===== src/rtl/custom_axi_ip_pkg.sv =====
// Shared types and constants for the custom_axi_ip register front end.
// status_e encoding is fixed because software reads it back raw from STATUS[1:0].
package custom_axi_ip_pkg;

   typedef enum logic [1:0] {
      IDLE  = 2'd0,
      BUSY  = 2'd1,
      DONE  = 2'd2,
      ERROR = 2'd3
   } status_e;

   typedef enum logic {
      W_IDLE = 1'b0,
      W_RESP = 1'b1
   } wr_state_e;

   typedef enum logic {
      R_IDLE = 1'b0,
      R_DATA = 1'b1
   } rd_state_e;

   localparam logic [3:0] CTRL_OFS     = 4'h0;
   localparam logic [3:0] DATA_IN_OFS  = 4'h4;
   localparam logic [3:0] DATA_OUT_OFS = 4'h8;
   localparam logic [3:0] STATUS_OFS   = 4'hC;

   localparam int START       = 0;
   localparam int IRQ_EN      = 1;
   localparam int DONE_STICKY = 8;
   localparam int START_ERR   = 9;

   localparam logic [1:0] RESP_OKAY   = 2'b00;
   localparam logic [1:0] RESP_SLVERR = 2'b10;

   // Word select within the 16-byte register window; byte offset bits are ignored.
   function automatic logic [1:0] reg_sel(input logic [3:0] ofs);
      return ofs[3:2];
   endfunction

endpackage


===== src/rtl/custom_axi_lite_if.sv =====
// AXI4-Lite channel handling: independent write and read FSMs that reduce the bus
// to a single-cycle wr_req / rd_req towards the register file.
module custom_axi_lite_if
   import custom_axi_ip_pkg::*;
#(
   parameter int ADDR_WIDTH = 4,
   parameter int DATA_WIDTH = 32
) (
   input  logic                    clk_i,
   input  logic                    rst_ni,
   input  logic [ADDR_WIDTH-1:0]   s_awaddr,
   input  logic                    s_awvalid,
   output logic                    s_awready,
   input  logic [DATA_WIDTH-1:0]   s_wdata,
   input  logic [DATA_WIDTH/8-1:0] s_wstrb,
   input  logic                    s_wvalid,
   output logic                    s_wready,
   output logic [1:0]              s_bresp,
   output logic                    s_bvalid,
   input  logic                    s_bready,
   input  logic [ADDR_WIDTH-1:0]   s_araddr,
   input  logic                    s_arvalid,
   output logic                    s_arready,
   output logic [DATA_WIDTH-1:0]   s_rdata,
   output logic [1:0]              s_rresp,
   output logic                    s_rvalid,
   input  logic                    s_rready,
   output logic                    wr_req,
   output logic [ADDR_WIDTH-1:0]   wr_addr,
   output logic [DATA_WIDTH-1:0]   wr_data,
   output logic [DATA_WIDTH/8-1:0] wr_strb,
   input  logic                    wr_err,
   output logic                    rd_req,
   output logic [ADDR_WIDTH-1:0]   rd_addr,
   input  logic [DATA_WIDTH-1:0]   rd_data,
   input  logic                    rd_err
);

   wr_state_e wr_state, wr_state_next;
   rd_state_e rd_state, rd_state_next;
   logic      aw_held, w_held;
   logic      ports_open;

   // Keeps every ready low while in reset and opens them the first cycle after.
   always_ff @(posedge clk_i or negedge rst_ni) begin
      if (!rst_ni) ports_open <= 1'b0;
      else         ports_open <= 1'b1;
   end

   always_ff @(posedge clk_i or negedge rst_ni) begin
      if (!rst_ni) wr_state <= W_IDLE;
      else         wr_state <= wr_state_next;
   end

   always_comb begin
      wr_state_next = wr_state;
      case (wr_state)
         W_IDLE:  if (aw_held && w_held) wr_state_next = W_RESP;
         W_RESP:  if (s_bready)          wr_state_next = W_IDLE;
         default: wr_state_next = W_IDLE;
      endcase
   end

   always_comb begin
      s_awready = ports_open && (wr_state == W_IDLE) && !aw_held;
      s_wready  = ports_open && (wr_state == W_IDLE) && !w_held;
      s_bvalid  = (wr_state == W_RESP);
      wr_req    = (wr_state == W_IDLE) && aw_held && w_held;
   end

   // AW and W are latched independently and released together by wr_req.
   always_ff @(posedge clk_i or negedge rst_ni) begin
      if (!rst_ni) begin
         aw_held <= 1'b0;
         w_held  <= 1'b0;
         wr_addr <= '0;
         wr_data <= '0;
         wr_strb <= '0;
         s_bresp <= RESP_OKAY;
      end else begin
         if (s_awvalid && s_awready) begin
            aw_held <= 1'b1;
            wr_addr <= s_awaddr;
         end else if (wr_req) begin
            aw_held <= 1'b0;
         end
         if (s_wvalid && s_wready) begin
            w_held  <= 1'b1;
            wr_data <= s_wdata;
            wr_strb <= s_wstrb;
         end else if (wr_req) begin
            w_held  <= 1'b0;
         end
         if (wr_req) s_bresp <= wr_err ? RESP_SLVERR : RESP_OKAY;
      end
   end

   always_ff @(posedge clk_i or negedge rst_ni) begin
      if (!rst_ni) rd_state <= R_IDLE;
      else         rd_state <= rd_state_next;
   end

   always_comb begin
      rd_state_next = rd_state;
      case (rd_state)
         R_IDLE:  if (rd_req)   rd_state_next = R_DATA;
         R_DATA:  if (s_rready) rd_state_next = R_IDLE;
         default: rd_state_next = R_IDLE;
      endcase
   end

   always_comb begin
      s_arready = ports_open && (rd_state == R_IDLE);
      s_rvalid  = (rd_state == R_DATA);
      rd_req    = s_arvalid && s_arready;
      rd_addr   = s_araddr;
   end

   // Read data is captured at the AR handshake and frozen until rready.
   always_ff @(posedge clk_i or negedge rst_ni) begin
      if (!rst_ni) begin
         s_rdata <= '0;
         s_rresp <= RESP_OKAY;
      end else if (rd_req) begin
         s_rdata <= rd_err ? '0 : rd_data;
         s_rresp <= rd_err ? RESP_SLVERR : RESP_OKAY;
      end
   end

endmodule


===== src/rtl/custom_axi_lite_regs.sv =====
// CPU-facing register file for custom_axi_ip: CTRL, DATA_IN, DATA_OUT and STATUS,
// with START pulse generation, sticky DONE/START_ERR flags and a level interrupt.
module custom_axi_lite_regs
   import custom_axi_ip_pkg::*;
#(
   parameter int ADDR_WIDTH = 4,
   parameter int DATA_WIDTH = 32
) (
   input  logic                    clk_i,
   input  logic                    rst_ni,
   input  logic [ADDR_WIDTH-1:0]   s_awaddr,
   input  logic                    s_awvalid,
   output logic                    s_awready,
   input  logic [DATA_WIDTH-1:0]   s_wdata,
   input  logic [DATA_WIDTH/8-1:0] s_wstrb,
   input  logic                    s_wvalid,
   output logic                    s_wready,
   output logic [1:0]              s_bresp,
   output logic                    s_bvalid,
   input  logic                    s_bready,
   input  logic [ADDR_WIDTH-1:0]   s_araddr,
   input  logic                    s_arvalid,
   output logic                    s_arready,
   output logic [DATA_WIDTH-1:0]   s_rdata,
   output logic [1:0]              s_rresp,
   output logic                    s_rvalid,
   input  logic                    s_rready,
   output logic [DATA_WIDTH-1:0]   ipreg_data_o,
   output logic                    enable_o,
   input  logic [DATA_WIDTH-1:0]   ipreg_data_i,
   input  status_e                 status_i,
   output logic                    irq_o
);

   if (DATA_WIDTH != 32) begin : g_bad_data_width
      $error("custom_axi_lite_regs: DATA_WIDTH must be 32");
   end
   if (ADDR_WIDTH < 4) begin : g_bad_addr_width
      $error("custom_axi_lite_regs: ADDR_WIDTH must be at least 4");
   end

   logic                    wr_req, rd_req;
   logic [ADDR_WIDTH-1:0]   wr_addr, rd_addr;
   logic [DATA_WIDTH-1:0]   wr_data, rd_data;
   logic [DATA_WIDTH/8-1:0] wr_strb;
   logic                    wr_err, rd_err;
   logic [1:0]              wr_sel, rd_sel;

   logic                    irq_en;
   logic [DATA_WIDTH-1:0]   data_in, data_out;
   logic                    done_sticky, start_err, prev_done;
   logic                    ctrl_wr, data_in_wr, status_wr_hi;
   logic                    start_req, start_ok, start_rej, done_set, done_clr, err_clr;

   custom_axi_lite_if #(
      .ADDR_WIDTH (ADDR_WIDTH),
      .DATA_WIDTH (DATA_WIDTH)
   ) u_if (
      .clk_i     (clk_i),
      .rst_ni    (rst_ni),
      .s_awaddr  (s_awaddr),
      .s_awvalid (s_awvalid),
      .s_awready (s_awready),
      .s_wdata   (s_wdata),
      .s_wstrb   (s_wstrb),
      .s_wvalid  (s_wvalid),
      .s_wready  (s_wready),
      .s_bresp   (s_bresp),
      .s_bvalid  (s_bvalid),
      .s_bready  (s_bready),
      .s_araddr  (s_araddr),
      .s_arvalid (s_arvalid),
      .s_arready (s_arready),
      .s_rdata   (s_rdata),
      .s_rresp   (s_rresp),
      .s_rvalid  (s_rvalid),
      .s_rready  (s_rready),
      .wr_req    (wr_req),
      .wr_addr   (wr_addr),
      .wr_data   (wr_data),
      .wr_strb   (wr_strb),
      .wr_err    (wr_err),
      .rd_req    (rd_req),
      .rd_addr   (rd_addr),
      .rd_data   (rd_data),
      .rd_err    (rd_err)
   );

   // Anything above the 16-byte window is unmapped.
   if (ADDR_WIDTH > 4) begin : g_hi_decode
      assign wr_err = |wr_addr[ADDR_WIDTH-1:4];
      assign rd_err = |rd_addr[ADDR_WIDTH-1:4];
   end else begin : g_no_hi_decode
      assign wr_err = 1'b0;
      assign rd_err = 1'b0;
   end

   assign wr_sel = reg_sel(wr_addr[3:0]);
   assign rd_sel = reg_sel(rd_addr[3:0]);

   always_comb begin
      ctrl_wr      = wr_req && !wr_err && (wr_sel == reg_sel(CTRL_OFS))   && wr_strb[0];
      data_in_wr   = wr_req && !wr_err && (wr_sel == reg_sel(DATA_IN_OFS));
      status_wr_hi = wr_req && !wr_err && (wr_sel == reg_sel(STATUS_OFS)) && wr_strb[1];
      start_req    = ctrl_wr && wr_data[START];
      start_ok     = start_req && (status_i == IDLE);
      start_rej    = start_req && (status_i != IDLE);
      done_set     = (status_i == DONE) && !prev_done;
      done_clr     = status_wr_hi && wr_data[DONE_STICKY];
      err_clr      = status_wr_hi && wr_data[START_ERR];
   end

   // Flag updates: a set in the same cycle as a W1C wins.
   always_ff @(posedge clk_i or negedge rst_ni) begin
      if (!rst_ni) begin
         irq_en      <= 1'b0;
         data_in     <= '0;
         data_out    <= '0;
         prev_done   <= 1'b0;
         done_sticky <= 1'b0;
         start_err   <= 1'b0;
         enable_o    <= 1'b0;
      end else begin
         if (ctrl_wr) irq_en <= wr_data[IRQ_EN];
         for (int b = 0; b < DATA_WIDTH/8; b++) begin
            if (data_in_wr && wr_strb[b]) data_in[8*b +: 8] <= wr_data[8*b +: 8];
         end
         if (status_i == DONE) data_out <= ipreg_data_i;
         prev_done   <= (status_i == DONE);
         done_sticky <= done_set  | (done_sticky & ~done_clr);
         start_err   <= start_rej | (start_err & ~err_clr);
         enable_o    <= start_ok;
      end
   end

   always_comb begin
      rd_data = '0;
      if (!rd_err) begin
         case (rd_sel)
            reg_sel(CTRL_OFS):     rd_data[IRQ_EN] = irq_en;
            reg_sel(DATA_IN_OFS):  rd_data = data_in;
            reg_sel(DATA_OUT_OFS): rd_data = data_out;
            default: begin
               rd_data[1:0]        = status_i;
               rd_data[DONE_STICKY] = done_sticky;
               rd_data[START_ERR]   = start_err;
            end
         endcase
      end
   end

   assign ipreg_data_o = data_in;
   assign irq_o        = done_sticky & irq_en;

endmodule


===== config.mk =====
export PLATFORM = sky130hd
export DESIGN_NAME = custom_axi_lite_regs
export DESIGN_NICKNAME = d
export VERILOG_FILES = /design/src/rtl/custom_axi_ip_pkg.sv /design/src/rtl/custom_axi_lite_if.sv /design/src/rtl/custom_axi_lite_regs.sv
export SDC_FILE = /design/constraint.sdc
export NUM_CORES = 1
export LEC_CHECK = 0
export ABC_AREA = 1
export BUFFER_PORTS_ARGS = -buffer_cell sky130_fd_sc_hd__buf_2
export CAP_MARGIN = 10
export CORE_MARGIN = 2
export CORE_UTILIZATION = 43
export DETAILED_ROUTE_END_ITERATION = 10
export PLACE_DENSITY = 0.67
export SLEW_MARGIN = 0
export SYNTH_ARGS = -nofsm -noshare
export SYNTH_HDL_FRONTEND = slang
export SYNTH_SLANG_ARGS = --single-unit

===== constraint.sdc =====
create_clock -name clk_i -period 2.02 [get_ports clk_i]
set_input_delay 0.303 -clock clk_i [delete_from_list [all_inputs] [get_ports clk_i]]
set_output_delay 0.303 -clock clk_i [all_outputs]
set_load 0.01 [all_outputs]

==> qor.yml, run 1 <==
reg2reg_slack_ps: 280
slew_violations: 0
synth-seq-area-share_pct: 57.36
dieWidth_um: 124.9
yosys.area.top_type_share_pct: 57.36
fmax_ghz: 0.5193
gp_congestion: 0.8443
cap_violations: 0
antenna_found_initial: 0
dieArea_mm2: 0.01559
grt_overflow_total: 0
ant_nets: 0
drt_first_iter_violations: 372
final_cells: 1101
io_pins: 160
worst_slew_pin_slew_ps: 650.9
peakVddDrop_v: 0.0006348
avgSynthCellArea_um2: 8.343
finClkSkew_ps: 8.748
core_mm2: 0.01442
synthTopCellsByArea: "dfrtp_1 57%, nand2_1 26%, nand3_1 3.3%, nand4_1 3.3%, nand3_2 1.6%"
r2r_end: "u_if.wr_data[19]$_DFFE_PN0P_"
path_max_fanout: 19
die_h_um: 124.9
rsz0062_at_grt: "false"
grt_start_max_net_pins: 52
hold_depth: 2
p_leak_nw: 4.579
grt_pass1_vias: 5134
port_buffers: 151
r2r.worst_path.cells: 6
diodes: 0
syn2layout_area_growth_pct: 25.63
finalHoldViolCount: 0
seq_area_mm2: 0.003603
dpl.hpwl_um: 11250
cp.required_ps: 1720
status: "finished, final reports clean"
setup_viol: 0
r2r_start: "u_if.ports_open$_DFF_PN0_"
synth.cell_area_mm2: 0.006282
synth.most_common_cell: "nand2_1"
crit_type: "flip-flop to primary output"
synth_ff_type: "dfrtp_1"
cts_root_buf: "clkbuf_16"
n_fill_cell: 1368
vias_per_cell: 4.828
htreeDepth: 4
yosysWarningCount: 0
drtPass1Iterations: 4
cp-end-kind: "primary output"
via_count: 5316
holdWs_ps: 43.42
post-route-min-period_ps: 1926
grt_pass1_wl_um: 26280
hold_path_end: "u_if.s_bvalid$_DFF_PN0_"
async_flop_share_pct: 100.0
routed_wl_um: 15880
clock-sinks: 144
multi_input_comb_area_mm2: 0.002364
cts_tree: "done"
finalNetCount: 993
drc: 0
dpl.cell_count: 1067
arrival_ps: 1620
slew_headroom_pct: 56.45
synthDistinctLibCells: 23
setup_tns_ps: 0
yosysTopAreaCell: "dfrtp_1"
clkTransAtPathRegs_ps: 60
finalCritPeriodShare_pct: 95.33
rows: 44
synth_common_cells: "440 x nand2_1, 144 x dfrtp_1, 42 x nand3_1"
power_density_mw_per_mm2: 1305
detail_route.wl_per_cell_um: 14.42
worstHoldStart: "s_bready"
startpoint_type: "flip-flop"
cts_buffers: 17
grtUsageTotal_pct: 21.44
start_util_pct: 43.55
synth_edf_count: 0
hp-class: "input port to flip-flop"
drive_above_1_share_pct: 23.77
syn-instance-count: 753
ys_ff_latch: 144
clk_latency_ps: 430
cts_max_path_buffers: 2
metrics by stage:
step	setup slack [ps]	power (mW)	cell area (um2)	utilization (%)
2_1_floorplan	668.5	5.824	6294	-
3_3_place_gp	439.8	6.719	7199	49.91
3_5_place_dp	412.0	6.803	7199	49.91
4_1_cts	1.527	10.36	7878	54.61
5_1_grt	22.77	10.94	7893	54.72
6_report	94.32	10.30	7893	54.72
kinds of logic (layout without fill, tap and decap cells):
group,Yosys count,in the layout,share of synthesized area [%]
buffers and inverters,59,220,5.298
multiplexers,1,1,0.1593
adder cells (fa/ha/maj),4,4,0.7967
AO/OA/AOI/OAI,6,6,0.4779
AND/OR/NAND/NOR,537,537,35.79
other,2,5,0.1195
flip-flops,144,144,57.36
worst max-delay path: stages, from the launching register on:
cell     delay (ps)
dfrtp_1         460
inv_1           140
nor3_4          220
buf_8           210
buf_2           150
registers in the layout (all words and copies together), names as in the netlist:
| signal | count |
|---|---|
| data_out | 32 |
| ipreg_data_o | 32 |
| u_if.s_rdata | 32 |
| u_if.wr_data | 32 |
| u_if.wr_strb | 4 |
| u_if.wr_addr | 2 |
| done_sticky | 1 |
| enable_o | 1 |
| irq_en | 1 |
| prev_done | 1 |
| start_err | 1 |
| u_if.aw_held | 1 |
| u_if.ports_open | 1 |
| u_if.s_bvalid | 1 |
| u_if.s_rvalid | 1 |
| u_if.w_held | 1 |
cell type report:
class	instances	share of cell area, %
Sequential cell	144	45.66
Multi-Input combinational cell	553	29.95
Timing Repair Buffer	172	12.25
Clock buffer	18	5.438
Clock inverter	14	3.028
Tap cell	184	2.917
Inverter	16	0.7609
timing repair:
item / 4_1_cts / 5_1_grt
hold buffers: 1 / 0
hold endpoints to repair: 47 / 0
endpoints found under the setup margin: 0 / 1
buffers inserted: 0 / 1
gates resized for setup: 0 / 2
where the power goes:
group | leakage [nW] | switching, mW | internal [mW]
Combinational | 2.40 | 1.43 | 0.880
Clock | 0.316 | 1.22 | 2.31
Sequential | 1.86 | 0.725 | 3.73
worst max-delay path by stage:
stage	from	endpoint	slack (ps)	depth (start not counted)
6_report	u_if.ports_open$_DFF_PN0_	s_wready	90	4
5_1_grt	u_if.ports_open$_DFF_PN0_	s_wready	20	4
4_1_cts	u_if.ports_open$_DFF_PN0_	s_wready	2	4
3_5_place_dp	u_if.ports_open$_DFF_PN0_	u_if.wr_data[19]$_DFFE_PN0P_	410	5
3_3_place_gp	u_if.ports_open$_DFF_PN0_	u_if.wr_data[11]$_DFFE_PN0P_	440	5
2_1_floorplan	u_if.s_bvalid$_DFF_PN0_	s_wready	670	3
metal layers:
layer  part of all wire [%]  global-route usage [%]  up-vias
li1                       -                       -     2663
met1                     48                   30.12     2482
met2                     45                   32.50      150
met3                    4.9                   5.369       21
met4                    2.2                   7.647        0
met5                      0                       0        -
layout by cell type (no fill, tap or decap), types with 2 or more instances in the layout:
cell type   instances
nand2_1           440
buf_2             150
dfrtp_1           144
nand3_1            42
nand4_1            33
clkbuf_16          17
inv_1              16
buf_4              16
nand3_2            10
bufinv_16           6
nor2_1              5
o21ai_0             5
conb_1              5
ha_1                4
nor2_4              3
clkinvlp_4          3
clkinv_4            3
buf_12              3
clkinv_2            2
Power figures use the tool's default switching activity.
==> run 2: changes to the inputs <==
--- a/config.mk
+++ b/config.mk
@@ -8,10 +8,12 @@
 export ABC_AREA = 1
 export BUFFER_PORTS_ARGS = -buffer_cell sky130_fd_sc_hd__buf_2
 export CAP_MARGIN = 10
+export CELL_PAD_IN_SITES_DETAIL_PLACEMENT = 1
+export CELL_PAD_IN_SITES_GLOBAL_PLACEMENT = 1
 export CORE_MARGIN = 2
-export CORE_UTILIZATION = 43
+export CORE_UTILIZATION = 42
 export DETAILED_ROUTE_END_ITERATION = 10
-export PLACE_DENSITY = 0.67
+export PLACE_DENSITY_LB_ADDON = 0.1
 export SLEW_MARGIN = 0
 export SYNTH_ARGS = -nofsm -noshare
 export SYNTH_HDL_FRONTEND = slang
==> run 2 against run 1 <==
First-iteration DRC count shrank 35%. Count of clock-buffer cells in the layout grew 6. Utilization shrank 1.6 points. Critical endpoint unchanged.
==> qor.yml, run 2 (synthesized netlist as in run 1, its figures left out) <==
slew_violations: 0
cp-end-kind: "primary output"
stdcell_area_mm2: 0.007755
vias_per_cell: 4.911
peakVddDrop_v: 0.0007504
seq_power_share_pct: 45.6
startpoint_type: "flip-flop"
seq_area_mm2: 0.003603
finClkSkew_ps: 4.110
clock-sinks: 144
ant_nets: 0
cts_buffers: 17
cts_tree: "done"
layout_commonest_cell: "nand2_1"
via_count: 5387
dpl_cell_area_mm2: 0.007192
n_fill_cell: 1822
slew_headroom_pct: 55.73
dieWidth_um: 126.3
antenna_found_initial: 0
dieArea_mm2: 0.01595
setup_tns_ps: 0
die_h_um: 126.3
cts_root_buf: "clkbuf_16"
finalCritPeriodShare_pct: 93.91
p_int_mw: 6.395
port_buffers: 151
clk_latency_ps: 420
path_max_fanout: 19
drtPass1Iterations: 4
grt_overflow_total: 0
cap_violations: 0
p_leak_nw: 4.523
cp.required_ps: 1720
post-route-min-period_ps: 1897
swShare_pct: 34.66
grt_start_max_net_pins: 44
clockPowerShare_pct: 30.2
dpl.hpwl_um: 12820
status: "finished, final reports clean"
gp_congestion: 0.8349
switchingPower_mw: 3.393
detail_route.wl_per_cell_um: 16.25
rows: 44
setup_viol: 0
arrival_ps: 1590
multi_input_comb_area_mm2: 0.002364
grt_pass1_vias: 5544
diodes: 0
drt_first_iter_violations: 240
rsz0062_at_grt: "false"
drc: 0
start_util_pct: 43.06
grt_pass1_wl_um: 29310
io_pins: 160
power_density_mw_per_mm2: 1262
worst_slew_pin_slew_ps: 661.8
drive_above_1_share_pct: 23.22
final_cell_mix: "440 x nand2_1, 150 x buf_2, 144 x dfrtp_1"
clkTransAtPathRegs_ps: 60
finalNetCount: 991
cts_max_path_buffers: 2
fmax_ghz: 0.5271
hp-class: "input port to flip-flop"
core_mm2: 0.01459
power_frac_comb_pct: 24.2
grtUsageTotal_pct: 23.38
htreeDepth: 4
postCtsSetupRepairBufs: 0
crit_type: "flip-flop to primary output"
syn2layout_area_growth_pct: 23.44
routed_wl_um: 17820
finalHoldViolCount: 0
[run 2: cell type report]
class / instances / area share, %
clock buffer: 24 / 6.341
clock inverter: 6 / 0.7422
inverter: 16 / 0.7744
multi-input combinational: 553 / 30.48
sequential: 144 / 46.47
tap: 184 / 2.969
timing repair buffer: 170 / 12.23
[run 2: power groups by stage]
stage	clock [mW]	combinational (mW)	sequential [mW]
floorplan	0	1.42	4.40
global placement	0	2.26	4.45
detailed placement	0	2.38	4.50
CTS	3.00	2.41	4.46
global route	3.13	2.70	4.58
finish	2.96	2.36	4.46
[run 2: metrics by stage]
stage | utilization (%) | setup WS (ps) | std cells | hold WS (ps) | total power, mW
4_1_cts | 53.13 | 44.70 | 1097 | 41.66 | 9.875
6_report | 53.16 | 123.0 | 1097 | 57.34 | 9.788
3_3_place_gp | 49.30 | 506.9 | 1066 | 258.9 | 6.712
2_1_floorplan | - | 668.5 | 756 | 7.409 | 5.824
3_5_place_dp | 49.30 | 443.5 | 1066 | 255.3 | 6.873
5_1_grt | 53.16 | 30.92 | 1097 | 64.47 | 10.42
[run 2: layer usage]
layer | global-route usage [%] | wire, um | up-vias
met2 | 37.10 | 8413 | 118
met4 | 6.399 | 220 | 0
met3 | 4.850 | 684 | 20
met1 | 32.95 | 8503 | 2603
met5 | 0 | 0 | -
li1 | - | - | 2646
[run 2: final timing paths]
| check | startpoint | end | slack, ps | cells after the start |
|---|---|---|---|---|
| worst min-delay path | s_bready | u_if.s_bvalid$_DFF_PN0_ | 60 | 2 |
| min in group asynchronous | rst_ni | u_if.s_rdata[4]$_DFFE_PN0P_ | 380 | 2 |
| worst max-delay path | u_if.s_bvalid$_DFF_PN0_ | s_wready | 120 | 3 |
| worst max register to register | u_if.s_bvalid$_DFF_PN0_ | u_if.wr_data[11]$_DFFE_PN0P_ | 380 | 4 |
| worst min register to register | u_if.wr_data[23]$_DFFE_PN0P_ | u_if.wr_data[23]$_DFFE_PN0P_ | 470 | 2 |
| max in group asynchronous | rst_ni | u_if.wr_data[31]$_DFFE_PN0P_ | 980 | 3 |
[run 2: worst max-delay path: stages, from the launching register on]
cell     delay [ps]
dfrtp_1         480
nor3_4          290
buf_6           230
buf_2           160
[run 2: timing repair]
| item | CTS | global route |
|---|---|---|
| resized for setup | 0 | 1 |
| setup endpoints to repair | 0 | 1 |
| hold buffers | 1 | 0 |
| hold endpoints to repair | 39 | 0 |
==> run 3: changes to the inputs <==
--- a/config.mk
+++ b/config.mk
@@ -14,7 +14,7 @@
 export CORE_UTILIZATION = 42
 export DETAILED_ROUTE_END_ITERATION = 10
 export PLACE_DENSITY_LB_ADDON = 0.1
-export SLEW_MARGIN = 0
+export RECOVER_POWER = 25
 export SYNTH_ARGS = -nofsm -noshare
 export SYNTH_HDL_FRONTEND = slang
 export SYNTH_SLANG_ARGS = --single-unit
==> run 3 against run 2 <==
Wire length about the same. Cell area down 0.15%. Critical path depth unchanged. Via count about the same. Register-to-register slack about the same. Critical endpoint unchanged. Largest cell class unchanged. Highest routed layer unchanged.
==> qor.yml, run 3 (synthesized netlist as in run 1, its figures left out) <==
clkTransAtPathRegs_ps: 60
n_fill_cell: 1824
vias_per_cell: 4.909
cp_num_buf_inv: 2
drive_above_1_share_pct: 23.22
hold_path_end: "u_if.s_bvalid$_DFF_PN0_"
dpl.cell_count: 1066
cpMaxStageDelayCell: "dfrtp_1"
syn2layout_area_growth_pct: 23.26
arrival_ps: 1590
final_cells: 1097
layout_commonest_cell: "nand2_1"
port_buffers: 151
dpl.hpwl_um: 12820
hold_depth: 2
reg2reg_slack_ps: 390
cts_root_buf: "clkbuf_16"
core_mm2: 0.01459
crit_family: "flip-flops"
hp-class: "input port to flip-flop"
final_cell_mix: "440 x nand2_1, 150 x buf_2, 144 x dfrtp_1"
setup_tns_ps: 0
postCtsSetupRepairBufs: 0
grt_pass1_wl_um: 29310
via_count: 5385
cp-end-kind: "primary output"
slew_violations: 0
cts_tree: "done"
startpoint_type: "flip-flop"
drt-met1-wl_um: 8477
met2_length_um: 8387
drc: 0
crit_type: "flip-flop to primary output"
fmax_ghz: 0.5273
gp_congestion: 0.8349
finalHoldViolCount: 0
detail_route.wl_per_cell_um: 16.23
grt_start_max_net_pins: 44
drt_first_iter_violations: 250
grt_overflow_total: 0
r2r_start: "u_if.s_bvalid$_DFF_PN0_"
p_leak_nw: 4.520
io_pins: 160
start_util_pct: 43.06
grtUsageTotal_pct: 23.38
htreeDepth: 4
rsz0062_at_grt: "false"
ant_nets: 0
finalCritPeriodShare_pct: 93.88
final_util_pct: 53.08
slew_headroom_pct: 23.13
dieWidth_um: 126.3
path_cells: "nor3_4 -> buf_6 -> buf_2"
cp.required_ps: 1720
status: "finished, final reports clean"
cts_max_path_buffers: 2
rows: 44
grt_pass1_vias: 5544
worst_slew_pin_slew_ps: 1153
clk_latency_ps: 420
drtPass1Iterations: 6
r2r_end: "u_if.wr_data[11]$_DFFE_PN0P_"
die_h_um: 126.3
clock-sinks: 144
antenna_found_initial: 0
top_layer: "met4"
worstHoldStart: "s_bready"
diodes: 0
cts_buffers: 17
post-route-min-period_ps: 1896
finalNetCount: 991
power_density_mw_per_mm2: 1263
dieArea_mm2: 0.01595
setup_viol: 0
holdWs_ps: 57.86
max_stage_delay_ps: 480
path_max_fanout: 19
cap_violations: 0
routed_wl_um: 17800
finClkSkew_ps: 3.528
peakVddDrop_v: 0.0007494
r2r.worst_path.cells: 4
met3_length_um: 730
[run 3: power by group]
group          internal [mW]  switching [mW]  leakage (nW)  total [mW]
Clock                   1.80            1.16         0.272        2.96
Sequential              3.73           0.733          1.86        4.46
Combinational          0.864            1.50          2.39        2.36
[run 3: worst max path at each step]
stage                                    from                     endpoint  cells past startpoint
floorplan             u_if.s_bvalid$_DFF_PN0_                     s_wready                      3
global placement    u_if.ports_open$_DFF_PN0_  u_if.wr_data[8]$_DFFE_PN0P_                      5
detailed placement    u_if.s_bvalid$_DFF_PN0_  u_if.wr_data[2]$_DFFE_PN0P_                      4
CTS                   u_if.s_bvalid$_DFF_PN0_                     s_wready                      3
global route          u_if.s_bvalid$_DFF_PN0_                     s_wready                      3
finish                u_if.s_bvalid$_DFF_PN0_                     s_wready                      3
[run 3: through the flow]
stage | worst slack (ps) | total power, mW | instance area, um2
floorplan | 668.5 | 5.824 | 6294
global placement | 506.9 | 6.712 | 7192
detailed placement | 443.5 | 6.873 | 7192
CTS | 44.70 | 9.875 | 7751
global route | 30.92 | 10.41 | 7744
finish | 123.6 | 9.780 | 7744
[run 3: cell type report]
| cell class | count | area (um2) | area share (%) |
|---|---|---|---|
| clock buffer | 24 | 491.7 | 6.350 |
| inverter | 16 | 60.06 | 0.7756 |
| sequential | 144 | 3603 | 46.53 |
| multi-input combinational | 553 | 2364 | 30.52 |
| tap | 184 | 230.2 | 2.973 |
| clock inverter | 6 | 57.56 | 0.7433 |
| timing repair buffer | 170 | 937.1 | 12.10 |
[run 3: layer usage]
metal  up-vias  track usage [%]
met5         -                0
met4         0            6.399
met3        19            4.850
met2       127            37.10
met1      2595            32.95
li1       2644                -
[run 3: timing repair]
action	CTS	global route
hold endpoints to repair	39	0
setup endpoints to repair	0	1
hold buffers	1	0
gates resized for setup	0	1
